File: src/rtl/audio_pkg.sv
// audio_pkg: shared definitions for the audio DAC transmit path.
//   SAMPLE_W / DAC_WORD_W : sample width and serial word width
//   PD_*                  : DAC121S101 power-down codes carried in word bits [13:12]
//   dac_state_t           : transmitter FSM state encoding
package audio_pkg;

  localparam int SAMPLE_W   = 12;
  localparam int DAC_WORD_W = 16;

  localparam logic [1:0] PD_NORMAL = 2'b00;
  localparam logic [1:0] PD_1K     = 2'b01;
  localparam logic [1:0] PD_100K   = 2'b10;
  localparam logic [1:0] PD_HIZ    = 2'b11;

  typedef enum logic [1:0] {
    ST_IDLE  = 2'd0,
    ST_SHIFT = 2'd1,
    ST_GAP   = 2'd2
  } dac_state_t;

endpackage

File: src/rtl/audio_dac_tx_sclk_tick_gen.sv
// sclk_tick_gen: half-period tick generator for the DAC serial clock.
// Counts CLK_DIV clk cycles while enabled; tick is high on the last cycle
// of each half-period so the owner toggles sclk on that edge.
// Ports:
//   clk, reset : system clock, synchronous active-high reset
//   en         : count enable (transmitter is shifting)
//   clr        : restart the half-period (frame start)
//   tick       : half-period elapsed this cycle
module sclk_tick_gen #(
  parameter int CLK_DIV = 4
) (
  input  logic clk,
  input  logic reset,
  input  logic en,
  input  logic clr,
  output logic tick
);

  localparam logic [7:0] LAST = 8'(CLK_DIV - 1);

  logic [7:0] cnt_q;

  assign tick = en && (cnt_q == LAST);

  always_ff @(posedge clk) begin
    if (reset || clr) begin
      cnt_q <= 8'd0;
    end else if (en) begin
      cnt_q <= tick ? 8'd0 : cnt_q + 8'd1;
    end
  end

endmodule

File: src/rtl/audio_dac_tx.sv
// audio_dac_tx: serial transmitter for a DAC121S101-style 12-bit DAC.
// Accepts samples on a valid/ready port into a one-entry buffer and sends
// each one as a 16-bit SYNC-framed word {2'b00, pd_mode, sample}, MSB first.
// Optional build macro AUDIO_DAC_SIGNED_EN: input samples are two's
// complement and are converted to offset binary before buffering.
// Ports:
//   clk, reset            : system clock, synchronous active-high reset
//   sample, sample_valid  : sample input (offset binary by default)
//   sample_ready          : buffer empty, can accept
//   pd_mode               : power-down bits, captured when the shifter loads
//   sync_n, sclk, sdata   : DAC serial interface (all registered)
//   busy                  : FSM not in IDLE
//   frame_done            : one-cycle pulse on the first GAP cycle
//   state_dbg             : current FSM state, for observation
//
// Handshake: a sample transfers on a rising clk edge where sample_valid and
// sample_ready are both high; sample_ready depends only on the buffer state,
// never on sample_valid, and a deasserted sample_valid simply offers nothing.
module audio_dac_tx
  import audio_pkg::*;
#(
  parameter int CLK_DIV = 4,
  parameter int GAP_CYC = 4
) (
  input  logic                clk,
  input  logic                reset,
  input  logic [SAMPLE_W-1:0] sample,
  input  logic                sample_valid,
  output logic                sample_ready,
  input  logic [1:0]          pd_mode,
  output logic                sync_n,
  output logic                sclk,
  output logic                sdata,
  output logic                busy,
  output logic                frame_done,
  output dac_state_t          state_dbg
);

  localparam int GAP_W = (GAP_CYC > 1) ? $clog2(GAP_CYC) : 1;
  localparam logic [GAP_W-1:0] GAP_LAST = GAP_W'(GAP_CYC - 1);

  dac_state_t            state_q, state_d;
  logic [SAMPLE_W-1:0]   hold_q, hold_d;
  logic                  hold_full_q, hold_full_d;
  logic [DAC_WORD_W-1:0] shreg_q, shreg_d;
  logic [3:0]            bit_q, bit_d;
  logic [GAP_W-1:0]      gap_q, gap_d;
  logic                  sync_n_q, sync_n_d;
  logic                  sclk_q, sclk_d;
  logic                  sdata_q, sdata_d;
  logic                  done_q, done_d;
  logic                  busy_q;
  logic                  tick, tick_clr;
  logic [SAMPLE_W-1:0]   in_sample;

`ifdef AUDIO_DAC_SIGNED_EN
  // Flipping the sign bit maps two's complement onto offset binary.
  assign in_sample = {~sample[SAMPLE_W-1], sample[SAMPLE_W-2:0]};
`else
  assign in_sample = sample;
`endif

  sclk_tick_gen #(.CLK_DIV(CLK_DIV)) u_tick (
    .clk   (clk),
    .reset (reset),
    .en    (state_q == ST_SHIFT),
    .clr   (tick_clr),
    .tick  (tick)
  );

  always_ff @(posedge clk) begin
    if (reset) begin
      state_q <= ST_IDLE;
    end else begin
      state_q <= state_d;
    end
  end

  always_comb begin
    state_d     = state_q;
    hold_d      = hold_q;
    hold_full_d = hold_full_q;
    shreg_d     = shreg_q;
    bit_d       = bit_q;
    gap_d       = gap_q;
    sync_n_d    = sync_n_q;
    sclk_d      = sclk_q;
    sdata_d     = sdata_q;
    done_d      = 1'b0;
    tick_clr    = 1'b0;

    // Accept only into an empty buffer, so accept and load never coincide.
    if (sample_valid && !hold_full_q) begin
      hold_d      = in_sample;
      hold_full_d = 1'b1;
    end

    unique case (state_q)
      ST_IDLE: begin
        if (hold_full_q) begin
          shreg_d     = {2'b00, pd_mode, hold_q};
          hold_full_d = 1'b0;
          sync_n_d    = 1'b0;
          sclk_d      = 1'b1;
          sdata_d     = 1'b0;  // word bit 15 is always zero
          bit_d       = 4'd0;
          tick_clr    = 1'b1;
          state_d     = ST_SHIFT;
        end
      end
      ST_SHIFT: begin
        if (tick) begin
          if (sclk_q) begin
            // Falling edge: DAC samples sdata, which is held.
            sclk_d = 1'b0;
          end else if (bit_q == 4'd15) begin
            // Rising edge after the 16th falling edge closes the frame.
            sync_n_d = 1'b1;
            sclk_d   = 1'b1;
            sdata_d  = 1'b0;
            done_d   = 1'b1;
            gap_d    = '0;
            state_d  = ST_GAP;
          end else begin
            sclk_d  = 1'b1;
            sdata_d = shreg_q[DAC_WORD_W-2];
            shreg_d = {shreg_q[DAC_WORD_W-2:0], 1'b0};
            bit_d   = bit_q + 4'd1;
          end
        end
      end
      ST_GAP: begin
        if (gap_q == GAP_LAST) begin
          state_d = ST_IDLE;
        end else begin
          gap_d = gap_q + 1'b1;
        end
      end
      default: state_d = ST_IDLE;
    endcase
  end

  always_ff @(posedge clk) begin
    if (reset) begin
      hold_q      <= '0;
      hold_full_q <= 1'b0;
      shreg_q     <= '0;
      bit_q       <= '0;
      gap_q       <= '0;
      sync_n_q    <= 1'b1;
      sclk_q      <= 1'b1;
      sdata_q     <= 1'b0;
      done_q      <= 1'b0;
      busy_q      <= 1'b0;
    end else begin
      hold_q      <= hold_d;
      hold_full_q <= hold_full_d;
      shreg_q     <= shreg_d;
      bit_q       <= bit_d;
      gap_q       <= gap_d;
      sync_n_q    <= sync_n_d;
      sclk_q      <= sclk_d;
      sdata_q     <= sdata_d;
      done_q      <= done_d;
      busy_q      <= (state_d != ST_IDLE);
    end
  end

  assign sample_ready = !hold_full_q;
  assign sync_n       = sync_n_q;
  assign sclk         = sclk_q;
  assign sdata        = sdata_q;
  assign busy         = busy_q;
  assign frame_done   = done_q;
  assign state_dbg    = state_q;

endmodule

File: config.mk
export PLATFORM = sky130hd
export DESIGN_NAME = audio_dac_tx
export DESIGN_NICKNAME = d
export VERILOG_FILES = /design/src/rtl/audio_pkg.sv /design/src/rtl/audio_dac_tx_sclk_tick_gen.sv /design/src/rtl/audio_dac_tx.sv
export SDC_FILE = /design/constraint.sdc
export NUM_CORES = 1
export LEC_CHECK = 0
export BUFFER_PORTS_ARGS = -buffer_cell sky130_fd_sc_hd__buf_4
export CORE_ASPECT_RATIO = 0.6
export CORE_UTILIZATION = 55
export CTS_CLUSTER_DIAMETER = 40
export DETAILED_ROUTE_END_ITERATION = 6
export GPL_TIMING_DRIVEN = 0
export HOLD_SLACK_MARGIN = 0.03
export PLACE_DENSITY = 0.74
export SKIP_CTS_REPAIR_TIMING = 1
export SYNTH_ARGS = -nofsm -noshare
export SYNTH_HDL_FRONTEND = slang
export SYNTH_SLANG_ARGS = --single-unit
File: constraint.sdc
create_clock -name clk -period 2.55 [get_ports clk]
set_input_delay 0.255 -clock clk [delete_from_list [all_inputs] [get_ports clk]]
set_output_delay 0.255 -clock clk [all_outputs]
set_load 0.02 [all_outputs]
==> results of run 1 <==
worst reg2reg max path, cell delays in order, from the launching register on:
cell and delay [ns]:
dfxtp_1 0.41, ha_1 0.25, nor4b_4 0.37, nand4_2 0.21, buf_2 0.25, buf_2 0.21
nand4b_1 0.13, o31ai_2 0.08
flip-flops by register name, indices dropped and copies added (netlist names), 2 cells and up:
register / count
state_dbg: 2
shreg_q: 15
u_tick.cnt_q: 8
bit_q: 4
gap_q: 2
hold_q: 12
cell usage after synthesis, types with 3 or more instances:
library cell,count,share of area [%]
a21oi_1,22,5.0
buf_2,4,0.92
clkbuf_1,10,1.7
dfxtp_1,49,45
ha_1,3,1.7
inv_1,3,0.52
mux2i_1,15,6.9
nand2_1,35,6.0
nand3_1,9,2.1
nand4_1,6,1.7
nand4b_1,13,5.2
nor2_1,17,2.9
o21ai_0,3,0.69
o31ai_1,3,1.0
o31ai_2,10,5.7
xnor2_1,3,1.2
xor2_1,3,1.2
final cells by class:
type	count	area [um2]	share of cell area, %
inverter	3	11.3	0.442
tap	47	58.8	2.31
clock buffer	5	68.8	2.70
timing repair buffer	23	173	6.77
sequential	49	981	38.5
clock inverter	3	65.1	2.55
buffer	16	72.6	2.85
multi-input combinational	168	1120	43.9
metal layers:
layer,up-vias,part of all wire (%)
li1,901,-
met1,850,54
met2,50,41
met3,7,4.5
met4,0,0.86
met5,-,0
worst max path at each step:
stage | start | slack [ns] | endpoint
floorplan | u_tick.cnt_q[0]$_SDFFE_PP0P_ | 0.90 | shreg_q[10]$_SDFFE_PP0P_
global placement | u_tick.cnt_q[0]$_SDFFE_PP0P_ | 0.59 | shreg_q[8]$_SDFFE_PP0P_
detailed placement | u_tick.cnt_q[0]$_SDFFE_PP0P_ | 0.54 | shreg_q[7]$_SDFFE_PP0P_
CTS | u_tick.cnt_q[0]$_SDFFE_PP0P_ | 0.53 | shreg_q[7]$_SDFFE_PP0P_
global route | u_tick.cnt_q[0]$_SDFFE_PP0P_ | 0.34 | shreg_q[7]$_SDFFE_PP0P_
finish | u_tick.cnt_q[0]$_SDFFE_PP0P_ | 0.51 | shreg_q[7]$_SDFFE_PP0P_
power by group:
part           switching [uW]  internal [uW]  leakage [uW]  total, uW
Clock                     261            390     0.0000681        650
Sequential               18.6            791      0.000398        810
Combinational             103           69.6      0.000541        173
through the flow:
stage / instances / area, um2 / utilization, % / hold WS [ns] / total power (uW)
after global placement: 306 / 2410 / 64.5 / 0.446 / 995
after floorplan: 236 / 2180 / - / 0.371 / 937
after detailed placement: 306 / 2410 / 64.5 / 0.449 / 998
after CTS: 314 / 2550 / 68.1 / 0.164 / 1640
after global routing: 314 / 2550 / 68.1 / 0.190 / 1690
final: 314 / 2550 / 68.1 / 0.169 / 1630
logic make-up (layout without fill, tap and decap cells):
logic type	after synthesis	in the layout
mux	16	16
buf+inv	19	50
fa+ha+maj	3	3
xor+xnor	6	6
flops	49	49
compound gates	41	41
simple gates	102	102
==> results.md, run 1 <==
- Highest-count cells in the layout ignoring fill and taps: 49 x dfxtp_1, 35 x nand2_1, 23 x buf_4, 22 x a21oi_1, 17 x nor2_1
- Initial core utilization: 58.3%
- GR Util met3: 5.59%
- Main combinational cell family by area after synthesis: simple AND/OR/NAND/NOR gates
- Worst slew margin: 55.4%
- Synth Area in XOR/XNOR: 2.41%
- WP data required: 2.72 ns
- Mapped Area: 2180 um2
- Pwr dens: 640 nW/um2
- Clock latency on the worst-skew pair: 0.30 ns
- Cell mode on critical path: buf_2
- Crit path buf inv count: 2
- Chip height: 50.8 um
- DR iter-0 viols: 102
- EDFF count, synth: 0
- Clock Path Buffers: 2
- Yosys warnings: 0
- Worst Reg-to-Reg Cells: 7
- Routability cong.: 0.811
- Largest net degree at the start of global routing: 16
- Critical R2R Capture: shreg_q[7]$_SDFFE_PP0P_
- CP arrival: 2.21 ns
- TritonRoute pass-1 iters: 4
- Hold Path Origin: sample_valid
- Main synth FF type: dfxtp_1
- Cell Chain, Critical Path: ha_1 -> nor4b_4 -> nand4_2 -> buf_2 -> buf_2 -> nand4b_1 -> o31ai_2
- Die area: 4230 um2
- #FFs+latches synth: 49
- Slowest cell delay on critical path: 0.41 ns
- Final hold violations: 0
- Final min period: 2.04 ns
- Area growth, synth to finish: 16.7%
- Hold Path Class: input pin to register
- Post-Place Setup Slack: 0.541 ns
- Slew Viols, Final: 0
- Global-route wire length before repair: 7650 um
- Synth Area per Inst: 9.25 um2
- Setup crit end kind: register
- Root Driver: clkbuf_8
- NumNets Final: 286
- Simple-Gate Fraction of Synth Area: 26.3%
- Number of diodes: 0
- WL/cell: 14.9 um
- Depth of the CTS H-tree: 2
- Worst-path clk slew: 0.09 ns
- Crit path depth: 7
- Met2 global-route usage: 32.1%
- Critical Path Source Type: register
- Crit path setup slack, layout: 0.510 ns
- GR Util met1: 36.7%
- Compound-Gate Fraction of Synth Area: 13.4%
- Worst VDD drop: 0.460 mV
- Hold path endpoint: hold_full_q$_SDFF_PP0_
- # setup viols final: 0
- CTS tree: done
- Fin Setup TNS: 0 ns
- Leakage power: 0.00101 uW
- Most used routing layer: met1
- Routed vias/inst: 5.76
- Post-synth ARST share: 0%
- Status: complete, no violations
- Cell Rows: 17
- Max cap viols: 0
- DR vias: 1808
- Reg2reg setup slack: 0.51 ns
- Post-DP HPWL: 3240 um
- Unrepaired setup endpoints after global routing: no
- Grt total ovfl: 0
- Clock Skew: 0.00379 ns
- Max frequency: 490 MHz
- Initial antenna violation count: 0
- Post-route ant nets: 0
- Post-synthesis mux area share: 7.39%
- Clock Sinks: 49
- Crit-path leading delay family: simple AND/OR/NAND/NOR gates
- Setup Crit Path Kind: register to register
- Share of cells above drive strength 1: 20.2%
- Gr usage total: 23.7%
- Reg-to-Reg Start: u_tick.cnt_q[0]$_SDFFE_PP0P_
- Register area share after synthesis: 44.9%
- I/O pin count: 25
- WL final: 4670 um
- Filler Cell Count: 329
- DRC: 0
- Adder-cell share of the synthesized area: 1.72%
- Least-Margin Pin Slew: 0.669 ns
- Die W: 83.3 um
- Tcrit/Tclk final: 80.0%
- Syn Nets: 256
- Total CTS buffers: 5
- Mapped Cells: 236
- Core ar.: 3740 um2
- Vias in the first global route: 1532
- Slowest CP cell: dfxtp_1
- Yosys cell types: 39
- Min-Delay Path Depth: 3
- I/O Buffers: 23
- Worst-path maximum fanout: 10
- Commonest non-fill, non-tap cell in the layout: dfxtp_1
No activity file was read; power rests on OpenSTA's default activity.
==> inputs of run 2 (changes only) <==
--- a/config.mk
+++ b/config.mk
@@ -5,14 +5,15 @@
 export SDC_FILE = /design/constraint.sdc
 export NUM_CORES = 1
 export LEC_CHECK = 0
+export ABC_AREA = 1
 export BUFFER_PORTS_ARGS = -buffer_cell sky130_fd_sc_hd__buf_4
 export CORE_ASPECT_RATIO = 0.6
-export CORE_UTILIZATION = 55
+export CORE_UTILIZATION = 52
 export CTS_CLUSTER_DIAMETER = 40
 export DETAILED_ROUTE_END_ITERATION = 6
 export GPL_TIMING_DRIVEN = 0
 export HOLD_SLACK_MARGIN = 0.03
-export PLACE_DENSITY = 0.74
+export PLACE_DENSITY = 0.73
 export SKIP_CTS_REPAIR_TIMING = 1
 export SYNTH_ARGS = -nofsm -noshare
 export SYNTH_HDL_FRONTEND = slang
==> constraint.sdc (replaced) <==
create_clock -name clk -period 1.7 [get_ports clk]
set_input_delay 0.17 -clock clk [delete_from_list [all_inputs] [get_ports clk]]
set_output_delay 0.17 -clock clk [all_outputs]
set_load 0.02 [all_outputs]
==> run 2 against run 1 <==
Against the previous run: setup slack got worse by 0.42 ns; largest cell class unchanged; combinational power grew to 3.1 times the previous value; highest routed layer unchanged; sequential share of layout area fell by 1.7 points; largest power group unchanged.
==> results.md, run 2 <==
- DR iter-0 viols: 89
- Pint: 1870 uW
- Gr usage total: 24.3%
- Chip height: 53.2 um
- EDFF count, synth: 0
- Worst VDD drop: 0.607 mV
- Setup crit end kind: register
- Crit path setup slack, layout: 0.0888 ns
- Syn Nets: 332
- Synth Area per Inst: 7.29 um2
- Slowest cell delay on critical path: 0.39 ns
- Max cap viols: 0
- Area growth, synth to finish: 17.7%
- CP arrival: 1.85 ns
- Largest net degree at the start of global routing: 17
- Top-area cell type share of the netlist area: 43.1%
- Setup Crit Path Kind: register to register
- Slowest CP cell: dfxtp_2
- Clock network fraction of total power: 32.1%
- Share of cells above drive strength 1: 22.4%
- Final hold violations: 0
- Least-Margin Pin Slew: 0.525 ns
- Synth top area cells: dfxtp_1 43%, nand2_1 13%, nor2_1 7.1%
- Die area: 4650 um2
- NumNets Final: 363
- DR vias: 1987
- Total design power: 2680 uW
- Sw Ratio: 30.3%
- #FFs+latches synth: 49
- Vias in the first global route: 1821
- Tcrit/Tclk final: 94.8%
- Post-Route Utilization: 64.6%
- Clock latency on the worst-skew pair: 0.31 ns
- Worst slew margin: 65.0%
- Yosys cell types: 32
- Hold Path Origin: sample[2]
- Register area share after synthesis: 43.1%
- Routed vias/inst: 4.92
- Global-route wire length before repair: 8360 um
- Cell Chain, Critical Path: ha_2 -> nand3_2 -> o21a_1 -> buf_6 -> nand2_8 -> buf_8 -> nand2_2 -> a21oi_2
- Reg2reg setup slack: 0.09 ns
- Crit-path leading delay family: flip-flops
- Min-Delay Path Depth: 3
- Hold path endpoint: hold_q[2]$_SDFFE_PP0P_
- Leakage power: 0.00116 uW
- Worst Reg-to-Reg Cells: 8
- Routability cong.: 0.719
- Top-count cell post-synth: nand2_1
- Post-DP HPWL: 3530 um
- Worst-path clk slew: 0.10 ns
- Initial antenna violation count: 0
- Root Driver: clkbuf_8
- Post-Place Setup Slack: 0.0236 ns
- Crit path buf inv count: 2
- Die W: 87.4 um
- Worst-path maximum fanout: 10
- Clock Sinks: 49
- Top reg by flops: shreg_q
- Number of flip-flops in the largest register: 15
- Core ar.: 4140 um2
- Largest area contributor in the netlist: dfxtp_1
- Commonest non-fill, non-tap cell in the layout: nand2_1
- Main synth FF type: dfxtp_1
- Top cells by count, synth: 79 x nand2_1, 49 x dfxtp_1, 43 x nor2_1
- Status: complete, no violations
- CTS tree: done
- Net load switching power: 812 uW
- Clock Skew: 0.0104 ns
- Critical Path Source Type: register
- Hold Path Class: input pin to register
- Grt total ovfl: 0
- I/O pin count: 25
- WL final: 4960 um
- Post-route ant nets: 0
- Top flop regs: shreg_q: 15 flops, hold_q: 12 flops, u_tick.cnt_q: 8 flops
- WP data required: 1.94 ns
- Mapped Area: 2270 um2
- DRC: 0
- Critical R2R Capture: shreg_q[11]$_SDFFE_PP0P_
- Filler Cell Count: 399
- Max frequency: 621 MHz
- Total CTS buffers: 5
- Post-synth ARST share: 0%
- Final min period: 1.61 ns
- I/O Buffers: 24
- TritonRoute pass-1 iters: 4
- Slew Viols, Final: 0
- Clock Path Buffers: 2
- Cell Rows: 18
- Reg-to-Reg Start: bit_q[0]$_SDFFE_PP0P_
- Mapped Cells: 312
- Flop pwr share: 48.0%
- Initial core utilization: 54.9%
- WL/cell: 12.3 um
- Yosys warnings: 0
- Unrepaired setup endpoints after global routing: no
- Highest-count cells in the layout ignoring fill and taps: 78 x nand2_1, 46 x dfxtp_1, 43 x nor2_1, 27 x nand3_1, 27 x buf_4
- # setup viols final: 0
- Pwr dens: 1000 nW/um2
- Depth of the CTS H-tree: 2
- Combinational Power Share: 20.0%
- Number of diodes: 0
==> run 2: cell types whose count changed after synthesis, sizes merged, moves of 3 or more <==
cell,previous run,this run
o31ai,13,0
nor2,17,45
nand4b,13,0
nand3,9,28
mux2i,15,0
xor2,3,0
clkbuf,10,4
nand2,35,94
inv,3,24
buf,6,9
o21ai,4,13
==> run 2: cells by family (layout without fill, tap and decap cells) <==
family	Yosys count	in the layout	share of synthesized area, %
buffers and inverters	38	70	7.81
adders and majority gates	3	3	1.65
and+or+nand+nor	177	177	34.9
AOI/OAI and AO/OA	43	43	11.8
DFF	49	49	43.1
xor gates and xnor gates	2	2	0.770
==> run 2: cell type report <==
cell class	count	area, um2	share of cell area, %
plain buffers	13	83.8	3.13
clock buffers	5	68.8	2.57
clock inverters	3	46.3	1.73
inverters	25	93.8	3.51
multi-input cells	225	1140	42.7
flip-flops and latches	49	985	36.8
well taps	60	75.1	2.81
repair buffers	24	180	6.73
==> run 2: power by group through the flow <==
| stage | Sequential, uW | Clock (uW) | Combinational (uW) |
|---|---|---|---|
| after floorplan | 1310 | 0 | 361 |
| after global placement | 1300 | 0 | 520 |
| after detailed placement | 1310 | 0 | 525 |
| after CTS | 1280 | 866 | 528 |
| after global routing | 1300 | 933 | 599 |
| final | 1290 | 859 | 536 |
==> run 2: how the worst max path moves through the flow <==
stage                                       from                       end  slack (ns)  cells past startpoint
finish                     bit_q[0]$_SDFFE_PP0P_  shreg_q[11]$_SDFFE_PP0P_        0.09                      8
global placement           bit_q[0]$_SDFFE_PP0P_  shreg_q[12]$_SDFFE_PP0P_        0.06                      8
CTS                        bit_q[0]$_SDFFE_PP0P_  shreg_q[11]$_SDFFE_PP0P_      -0.009                      8
detailed placement         bit_q[0]$_SDFFE_PP0P_  shreg_q[11]$_SDFFE_PP0P_        0.02                      8
global route        u_tick.cnt_q[0]$_SDFFE_PP0P_   shreg_q[8]$_SDFFE_PP0P_       0.008                      8
floorplan                state_dbg[0]$_SDFF_PP0_     bit_q[2]$_SDFFE_PP0P_        0.20                      9
==> run 2: metrics by stage <==
stage | hold WS [ns] | std cells | setup TNS, ns | instance area [um2]
finish | 0.0723 | 404 | 0 | 2680
global route | 0.0696 | 404 | 0 | 2680
CTS | 0.0711 | 404 | -0.00934 | 2650
detailed placement | 0.397 | 396 | 0 | 2530
global placement | 0.390 | 396 | 0 | 2530
floorplan | 0.305 | 312 | 0 | 2270
==> run 2: worst min-delay path: cells and delay by family <==
family	cells	cell delay, ns
AND/OR/NAND/NOR	2	0.11
buffers and inverters	1	0.08
==> run 2: per-layer routing <==
metal	wire, um	vias to the layer above	GRT usage, %
met2	1990	36	35.7
met4	37	0	7.65
li1	-	1056	-
met3	226	4	6.08
met5	0	-	0
met1	2710	891	34.7
==> inputs of run 3 (changes only) <==
--- a/config.mk
+++ b/config.mk
@@ -7,8 +7,10 @@
 export LEC_CHECK = 0
 export ABC_AREA = 1
 export BUFFER_PORTS_ARGS = -buffer_cell sky130_fd_sc_hd__buf_4
+export CELL_PAD_IN_SITES_DETAIL_PLACEMENT = 0
+export CELL_PAD_IN_SITES_GLOBAL_PLACEMENT = 2
 export CORE_ASPECT_RATIO = 0.6
-export CORE_UTILIZATION = 52
+export CORE_UTILIZATION = 30
 export CTS_CLUSTER_DIAMETER = 40
 export DETAILED_ROUTE_END_ITERATION = 6
 export GPL_TIMING_DRIVEN = 0
==> run 3 against run 2 <==
Against the previous run: final area is 4.2% higher; die area is 71% higher; total power rose by 6.8%; largest cell class unchanged; combinational power is 6.0% higher; register-to-register slack gained 0.02 ns; clock-buffer cell count increased by 2; critical path depth did not move; final cell count up 11%; clock power up 18%; non-clock buffer count increased by 2; sequential cell count stayed put; largest power group unchanged; wire length up 19%.
==> results.md, run 3 (synthesized netlist as in run 2, its figures left out) <==
- Status: complete, no violations
- Crit path setup slack, layout: 0.114 ns
- Area growth, synth to finish: 22.6%
- Routability cong.: 0.757
- Share of cells above drive strength 1: 23.2%
- Largest net degree at the start of global routing: 14
- Die area: 7950 um2
- Top reg by flops: shreg_q
- Max frequency: 630 MHz
- Number of flip-flops in the largest register: 15
- Clock latency on the worst-skew pair: 0.29 ns
- Grt total ovfl: 0
- Pwr dens: 1030 nW/um2
- I/O Buffers: 24
- Max cap viols: 0
- Setup Crit Path Kind: register to register
- Least-Margin Pin Slew: 0.568 ns
- CP arrival: 1.81 ns
- DR iter-0 viols: 123
- Post-Place Cells: 440
- Unrepaired setup endpoints after global routing: yes
- TritonRoute pass-1 iters: 4
- WL/cell: 13.2 um
- DRC: 0
- Slowest CP cell: dfxtp_2
- Commonest non-fill, non-tap cell in the layout: nand2_1
- Root Driver: clkbuf_16
- NumNets Final: 365
- Finished Layout Cells: 449
- Cell Area, Placed: 2580 um2
- Slowest cell delay on critical path: 0.38 ns
- Chip height: 69.5 um
- Worst-path maximum fanout: 10
- Worst-path clk slew: 0.06 ns
- Final min period: 1.59 ns
- Die W: 114 um
- Number of diodes: 0
- Worst VDD drop: 0.492 mV
- Vias in the first global route: 2000
- Clock Sinks: 49
- Cell Chain, Critical Path: ha_2 -> nand3_2 -> o21a_1 -> buf_6 -> nand2_8 -> buf_8 -> nand2_2 -> a21oi_2
- Setup crit end kind: register
- Worst slew margin: 62.2%
- Total design power: 2860 uW
- Critical Path Source Type: register
- Fin Setup TNS: 0 ns
- Post-route ant nets: 0
- Clock Path Buffers: 2
- WL final: 5920 um
- Initial core utilization: 31.2%
- Flop pwr share: 44.9%
- Sw Ratio: 29.5%
- Pint: 2020 uW
- Crit path buf inv count: 2
- Clock network fraction of total power: 35.2%
- Slew Viols, Final: 0
- # setup viols final: 0
- Global-route wire length before repair: 10200 um
- Cell Rows: 24
- Top flop regs: shreg_q: 15 flops, hold_q: 12 flops, u_tick.cnt_q: 8 flops
- Leakage power: 0.00118 uW
- Total CTS buffers: 5
- Routed vias/inst: 4.44
- Hold Path Class: input pin to register
- Gr usage total: 16.9%
- Core ar.: 7300 um2
- Net load switching power: 843 uW
- Clock Skew: 0.00469 ns
- Crit-path leading delay family: flip-flops
- DR vias: 1992
- Post-Place Setup Slack: 0.00492 ns
- Combinational Power Share: 19.8%
- Final hold violations: 0
- I/O pin count: 25
- WP data required: 1.92 ns
- Initial antenna violation count: 0
- Final Instance Area: 2790 um2
- CTS tree: done
- Highest-count cells in the layout ignoring fill and taps: 78 x nand2_1, 45 x dfxtp_1, 42 x nor2_1, 28 x buf_4, 27 x nand3_1
- Tcrit/Tclk final: 93.3%
- Post-DP HPWL: 4170 um
- Depth of the CTS H-tree: 2
==> run 3: metal layers <==
| layer | track usage (%) | vias up | routed length, um |
|---|---|---|---|
| met2 | 22.4 | 32 | 2200 |
| met1 | 26.4 | 890 | 3440 |
| met3 | 4.20 | 4 | 237 |
| met5 | 0 | - | 0 |
| li1 | - | 1066 | - |
| met4 | 4.33 | 0 | 46 |
==> run 3: final timing paths <==
check | startpoint | to | slack, ns | cells after the start
max | bit_q[0]$_SDFFE_PP0P_ | bit_q[0]$_SDFFE_PP0P_ | 0.11 | 8
min | sample[2] | hold_q[2]$_SDFFE_PP0P_ | 0.10 | 3
max reg2reg | bit_q[0]$_SDFFE_PP0P_ | bit_q[0]$_SDFFE_PP0P_ | 0.11 | 8
min reg2reg | shreg_q[5]$_SDFFE_PP0P_ | shreg_q[5]$_SDFFE_PP0P_ | 0.46 | 2
==> run 3: final cells by class <==
type	count	area, um2
Fill cell	783	4510
Tap cell	104	130
Clock buffer	7	143
Multi-Input combinational cell	225	1150
Buffer	13	90.1
Inverter	25	93.8
Timing Repair Buffer	26	195
Sequential cell	49	986
==> run 3: metrics by stage <==
step | hold slack, ns | utilization [%]
floorplan | 0.305 | -
global placement | 0.391 | 35.4
detailed placement | 0.398 | 35.4
CTS | 0.0979 | 37.4
finish | 0.101 | 38.2
global route | 0.113 | 38.2
==> run 3: tightest hold or removal path: stages <==
cell	delay, ns
buf_4	0.08
nor2_1	0.03
nor2_1	0.08
==> run 3: power by group through the flow <==
stage	combinational [uW]	sequential [uW]	clock, uW
2_1_floorplan	361	1310	0
3_3_place_gp	554	1310	0
3_5_place_dp	548	1310	0
4_1_cts	552	1280	1040
5_1_grt	646	1300	1080
6_report	568	1290	1010
